File: src/rtl/serial_link_xcvr.sv
// Full-duplex source-clocked serial transceiver: WIDTH-bit frames sent MSB-first
// plus an even-parity bit, with synchronised receive, parity check and stall timeout.
module serial_link_xcvr #(
  parameter int WIDTH      = 256,
  parameter int CLK_DIV    = 4,
  parameter int RX_TIMEOUT = 1024
) (
  input  logic             clk,
  input  logic             rst,
  input  logic             start,
  input  logic [WIDTH-1:0] tx_data,
  output logic             tx_busy,
  output logic             tx_done,
  output logic             ser_clk_out,
  output logic             ser_data_out,
  input  logic             ser_rdy_in,
  input  logic             ser_clk_in,
  input  logic             ser_data_in,
  input  logic             rx_enable,
  output logic             ser_rdy_out,
  output logic [WIDTH-1:0] rx_data,
  output logic             rx_valid,
  output logic             rx_err
);

  // TX states
  // state      | meaning
  // S_IDLE     | waiting for start
  // S_WAIT_RDY | frame latched, waiting for peer ready
  // S_SHIFT    | clocking out WIDTH data bits then parity
  // S_DONE     | one-cycle completion pulse

  localparam int CW = $clog2(WIDTH + 2);
  localparam int TW = $clog2(RX_TIMEOUT + 1);
  localparam int DW = $clog2(CLK_DIV);

  localparam logic [CW-1:0] LAST_IDX = CW'(WIDTH);
  localparam logic [CW-1:0] RX_FULL  = CW'(WIDTH + 1);
  localparam logic [DW-1:0] DIV_LAST = DW'(CLK_DIV - 1);
  localparam logic [TW-1:0] TO_LAST  = TW'(RX_TIMEOUT - 1);

  typedef enum logic [1:0] {S_IDLE, S_WAIT_RDY, S_SHIFT, S_DONE} tx_state_e;

  logic rdy_s1_q, rdy_s2_q;
  logic clk_s1_q, clk_s2_q, clk_s3_q;
  logic dat_s1_q, dat_s2_q;
  logic clk_rise;

  tx_state_e       state_q, state_d;
  logic [WIDTH:0]  sh_q, sh_d;
  logic [CW-1:0]   idx_q, idx_d;
  logic [DW-1:0]   div_q, div_d;
  logic            sclk_q, sclk_d;
  logic            sdat_q, sdat_d;
  logic            busy_q, busy_d;
  logic            done_q, done_d;

  logic [WIDTH:0]   rx_sh_q, rx_sh_d;
  logic [CW-1:0]    rx_cnt_q, rx_cnt_d;
  logic [TW-1:0]    to_q, to_d;
  logic [WIDTH-1:0] rx_data_q, rx_data_d;
  logic             valid_q, valid_d;
  logic             err_q, err_d;
  logic             rdy_out_q;

  always_ff @(posedge clk) begin
    if (rst) begin
      rdy_s1_q <= 1'b0;
      rdy_s2_q <= 1'b0;
      clk_s1_q <= 1'b0;
      clk_s2_q <= 1'b0;
      clk_s3_q <= 1'b0;
      dat_s1_q <= 1'b0;
      dat_s2_q <= 1'b0;
    end else begin
      rdy_s1_q <= ser_rdy_in;
      rdy_s2_q <= rdy_s1_q;
      clk_s1_q <= ser_clk_in;
      clk_s2_q <= clk_s1_q;
      clk_s3_q <= clk_s2_q;
      dat_s1_q <= ser_data_in;
      dat_s2_q <= dat_s1_q;
    end
  end

  // Data travels through the same sync depth as the clock, so it is aligned at the edge.
  assign clk_rise = clk_s2_q & ~clk_s3_q;

  always_comb begin
    state_d = state_q;
    sh_d    = sh_q;
    idx_d   = idx_q;
    div_d   = div_q;
    sclk_d  = sclk_q;
    sdat_d  = sdat_q;
    busy_d  = busy_q;
    done_d  = 1'b0;
    case (state_q)
      S_IDLE: begin
        if (start) begin
          sh_d    = {tx_data, ^tx_data};
          busy_d  = 1'b1;
          state_d = S_WAIT_RDY;
        end
      end
      S_WAIT_RDY: begin
        sclk_d = 1'b0;
        if (rdy_s2_q) begin
          state_d = S_SHIFT;
          idx_d   = '0;
          div_d   = '0;
          sdat_d  = sh_q[WIDTH];
        end
      end
      S_SHIFT: begin
        if (div_q == DIV_LAST) begin
          div_d  = '0;
          sclk_d = ~sclk_q;
          if (sclk_q) begin
            if (idx_q == LAST_IDX) begin
              state_d = S_DONE;
              done_d  = 1'b1;
              busy_d  = 1'b0;
              sdat_d  = 1'b0;
            end else begin
              idx_d  = idx_q + CW'(1);
              sh_d   = {sh_q[WIDTH-1:0], 1'b0};
              sdat_d = sh_q[WIDTH-1];
            end
          end
        end else begin
          div_d = div_q + DW'(1);
        end
      end
      S_DONE:  state_d = S_IDLE;
      default: state_d = S_IDLE;
    endcase
  end

  always_ff @(posedge clk) begin
    if (rst) begin
      state_q <= S_IDLE;
      sh_q    <= '0;
      idx_q   <= '0;
      div_q   <= '0;
      sclk_q  <= 1'b0;
      sdat_q  <= 1'b0;
      busy_q  <= 1'b0;
      done_q  <= 1'b0;
    end else begin
      state_q <= state_d;
      sh_q    <= sh_d;
      idx_q   <= idx_d;
      div_q   <= div_d;
      sclk_q  <= sclk_d;
      sdat_q  <= sdat_d;
      busy_q  <= busy_d;
      done_q  <= done_d;
    end
  end

  always_comb begin
    rx_sh_d   = rx_sh_q;
    rx_cnt_d  = rx_cnt_q;
    to_d      = to_q;
    rx_data_d = rx_data_q;
    valid_d   = 1'b0;
    err_d     = 1'b0;
    if (!rx_enable) begin
      rx_cnt_d = '0;
      to_d     = '0;
    end else if (rx_cnt_q == RX_FULL) begin
      rx_cnt_d = '0;
      to_d     = '0;
      if (!(^rx_sh_q)) begin
        rx_data_d = rx_sh_q[WIDTH:1];
        valid_d   = 1'b1;
      end else begin
        err_d = 1'b1;
      end
    end else if (clk_rise) begin
      rx_sh_d  = {rx_sh_q[WIDTH-1:0], dat_s2_q};
      rx_cnt_d = rx_cnt_q + CW'(1);
      to_d     = '0;
    end else if (rx_cnt_q != '0) begin
      if (to_q == TO_LAST) begin
        rx_cnt_d = '0;
        to_d     = '0;
      end else begin
        to_d = to_q + TW'(1);
      end
    end
  end

  always_ff @(posedge clk) begin
    if (rst) begin
      rx_sh_q   <= '0;
      rx_cnt_q  <= '0;
      to_q      <= '0;
      rx_data_q <= '0;
      valid_q   <= 1'b0;
      err_q     <= 1'b0;
      rdy_out_q <= 1'b0;
    end else begin
      rx_sh_q   <= rx_sh_d;
      rx_cnt_q  <= rx_cnt_d;
      to_q      <= to_d;
      rx_data_q <= rx_data_d;
      valid_q   <= valid_d;
      err_q     <= err_d;
      rdy_out_q <= rx_enable;
    end
  end

  assign tx_busy      = busy_q;
  assign tx_done      = done_q;
  assign ser_clk_out  = sclk_q;
  assign ser_data_out = sdat_q;
  assign ser_rdy_out  = rdy_out_q;
  assign rx_data      = rx_data_q;
  assign rx_valid     = valid_q;
  assign rx_err       = err_q;

endmodule

File: config.mk
export PLATFORM = sky130hd
export DESIGN_NAME = serial_link_xcvr
export DESIGN_NICKNAME = d
export VERILOG_FILES = /design/src/rtl/serial_link_xcvr.sv
export SDC_FILE = /design/constraint.sdc
export NUM_CORES = 2
export LEC_CHECK = 0
export ABC_CLOCK_PERIOD_IN_PS = 4700
export CAP_MARGIN = 15
export CORE_ASPECT_RATIO = 1.75
export CORE_MARGIN = 2
export CORE_UTILIZATION = 50
export DETAILED_ROUTE_END_ITERATION = 6
export PLACE_DENSITY_LB_ADDON = 0.12
export SLEW_MARGIN = 20
export SYNTH_ARGS = -nofsm -noshare
export SYNTH_HDL_FRONTEND = slang
export SYNTH_SLANG_ARGS = --single-unit
File: constraint.sdc
create_clock -name clk -period 4.7 [get_ports clk]
set_clock_uncertainty 0.1 [all_clocks]
set_input_delay 0.94 -clock clk [delete_from_list [all_inputs] [get_ports clk]]
set_output_delay 0.94 -clock clk [all_outputs]
set_load 0.005 [all_outputs]
==> results.py <==
metrics = {
    "status": {
        "status": "finished clean",
    },
    "die": {
        "die_h_um": 356.9,
        "io_pins": 526,
        "dieArea_sq_um": 73390,
        "start_util": 0.5044,
        "rows": 129,
        "coreArea_sq_um": 70530,
        "die_x_um": 205.6,
    },
    "cts": {
        "numClockSinks": 817,
        "tritoncts": "yes",
        "clk_pin_slew_ns": 0.06,
        "cts_max_path_buffers": 3,
        "cts_resized": 0,
        "cts_buffers": 76,
        "root_buffer": "clkbuf_16",
        "postCtsSetupBuffers": 0,
        "hold_buffers": 0,
        "htreeDepth": 3,
        "clock_latency_ns": 0.62,
    },
    "job": {
        "drv_cap": 0,
    },
    "power_and_ir_drop": {
        "p_seq_frac": 0.400,
        "intPower_mw": 14.09,
        "power_switching_mw": 6.507,
        "p_leak_nw": 14.36,
        "total_power_mw": 20.60,
        "sw_frac_of_total": 0.3159,
        "comb_power_share": 0.284,
        "power_density_nw_per_um2": 471.2,
        "pwr-share-clk": 0.316,
        "ir_worst_vdd_uv": 764.9,
    },
    "synth": {
        "ys_seq_elements": 817,
        "synth_edf_count": 0,
        "netlist.area_leader.share": 0.4597,
        "seq_area_frac_synth": 0.4597,
        "synth_area_leaders": "dfxtp_1 46%, mux2i_1 14%, xnor2_1 11%",
        "synth_most_common_cell": "dfxtp_1",
        "yosys_most_used_dff": "dfxtp_1",
        "yosys_warnings": 0,
        "avgSynthCellArea_sq_um": 9.292,
        "yosysTopAreaCell": "dfxtp_1",
        "synth_xor_area_frac": 0.1308,
        "synth_compound_area_frac": 0.09541,
        "synth_nets": 4103,
        "synth-adder-area-share": 0.003868,
        "synthTopCellsByCount": "817 x dfxtp_1, 551 x nor2_1, 536 x nand2_1, 513 x mux2i_1, 443 x xnor2_1",
        "synth_cell_types": 44,
        "synth-simple-area-share": 0.1253,
        "syn_area_sq_um": 35580,
        "synthCells": 3829,
        "synthMuxAreaShare": 0.1446,
        "synth_top_family_by_area": "multiplexers",
        "async_flop_share": 0,
    },
    "routing": {
        "dr_total_vias": 26900,
        "antenna_left": 0,
        "viasPerCell": 5.195,
        "drt_iter0_drc": 1232,
        "detail_route.wl_per_cell_um": 17.38,
        "drt_wl_total_um": 89980,
        "dr.pass1.iters": 5,
        "route.detailed.drc": 0,
    },
    "finish": {
        "fin_util": 0.6198,
        "multi_input_area_sq_um": 17840,
        "layout-drive-gt1-share": 0.03757,
        "stdcell_area_sq_um": 43710,
        "area.sequential_sq_um": 16360,
        "final_cells": 5177,
        "fill_cells": 6111,
        "syn2layout_area_growth_pct": 22.87,
        "fin_nets": 4477,
    },
    "global_routing": {
        "grt_pass1_vias": 25770,
        "grt_overflow_total": 0,
        "antenna_found_initial": 9,
        "grt_pass1_wl_um": 140600,
        "grt_max_degree": 197,
        "grt_usage": 0.2404,
    },
    "worst_setup_path": {
        "end_kind": "register",
        "setup.worst_path.class": "register to register",
        "path_max_fanout": 61,
        "critical_path_arrival_ns": 4.25,
        "cp_data_required_time_ns": 5.06,
        "cp-start-kind": "register",
    },
    "timing": {
        "hold_viol": 0,
        "slew_violations": 0,
        "grt_setup_unrepaired": "no",
        "min_period_ns": 3.890,
        "slew_headroom": 0.2892,
        "fin_crit_sh": 0.8277,
        "tns_ns": 0,
        "finalSetupViolCount": 0,
        "worst-slew-pin-transition_ns": 1.057,
        "max_freq_ghz": 0.2571,
    },
    "placement": {
        "place_hpwl_um": 62790,
        "gp_congestion": 0.8113,
        "port_buffers": 525,
        "place_area_sq_um": 41120,
        "placed_cells": 5042,
    },
    "worst_hold_path": {
        "hp-class": "register to register",
    },
}
==> cells in the final DEF (no fill, tap or decap), types with 16 or more instances in the layout <==
| master | synthesis | routed |
|---|---|---|
| a21oi_1 | 273 | 272 |
| a211oi_1 | 259 | 259 |
| clkbuf_16 | 0 | 78 |
| nand2_1 | 536 | 536 |
| nor2_1 | 551 | 551 |
| xor2_1 | 78 | 78 |
| xnor2_1 | 443 | 443 |
| buf_12 | 22 | 19 |
| dfxtp_1 | 817 | 817 |
| clkdlybuf4s50_1 | 0 | 524 |
| clkbuf_1 | 194 | 16 |
| mux2i_1 | 513 | 513 |
==> layer usage <==
metal	vias up	track usage	share of wire
met3	133	0.06897	0.069
met4	16	0.07424	0.025
met2	571	0.4173	0.50
met5	-	0	0.0012
li1	13610	-	-
met1	12560	0.2851	0.41
==> layout make-up <==
class                      instances  share of cell area
antenna                            1          0.00005724
clock buffer                     109             0.05075
clock inverter                    25            0.008615
inverter                          10           0.0008587
multi-input combinational       2741              0.4081
sequential                       817              0.3741
tap                              917             0.02625
timing repair buffer             557              0.1313
==> registers in the layout, summed over array words and instances (netlist names), 2 cells and up <==
register	count
div_q	2
idx_q	9
rx_cnt_q	9
rx_data	256
rx_sh_q	257
sh_q	257
state_q	2
to_q	11
==> metrics by stage <==
| stage | hold WS (ns) | setup WS [ns] |
|---|---|---|
| after floorplan | 0.3138 | 1.715 |
| after global placement | 0.3319 | 0.8285 |
| after detailed placement | 0.3335 | 0.7974 |
| after CTS | 0.3442 | 0.7790 |
| after global routing | 0.3696 | 0.6390 |
| final | 0.3390 | 0.8099 |
==> worst max-delay path: stages, from the launching register on <==
cell and delay, ns:
dfxtp_1 0.39, xor2_1 0.20, xnor2_1 0.11, xnor2_1 0.37, xnor2_1 0.14, xnor2_1 0.29
xnor3_1 0.43, xnor3_1 0.43, nor3b_4 0.23, buf_12 0.26, buf_12 0.36, mux2i_1 0.25
nor2_1 0.06
==> worst paths after layout <==
kind,start,endpoint,slack (ns),depth (start not counted)
max reg2reg,rx_sh_q[123],rx_data[40],0.81,12
min,dat_s2_q,rx_sh_q[0],0.34,2
max,rx_sh_q[123],rx_data[40],0.81,12
min reg2reg,dat_s2_q,rx_sh_q[0],0.34,2
==> power groups by stage <==
stage	logic (mW)	clock network [mW]	registers, mW
global route	6.54	6.94	8.34
floorplan	4.70	0	8.25
CTS	5.91	6.67	8.24
detailed placement	5.89	0	8.38
global placement	5.78	0	8.36
finish	5.86	6.50	8.24
==> cells by family (layout without fill, tap and decap cells) <==
logic type      Yosys count  count (layout)
simple gates           1147            1147
flops                   817             817
compound gates          544             544
xor+xnor                525             525
mux                     514             514
buf+inv                 271             701
fa+ha+maj                11              11
other cells               0               1
Power figures use the tool's default switching activity.
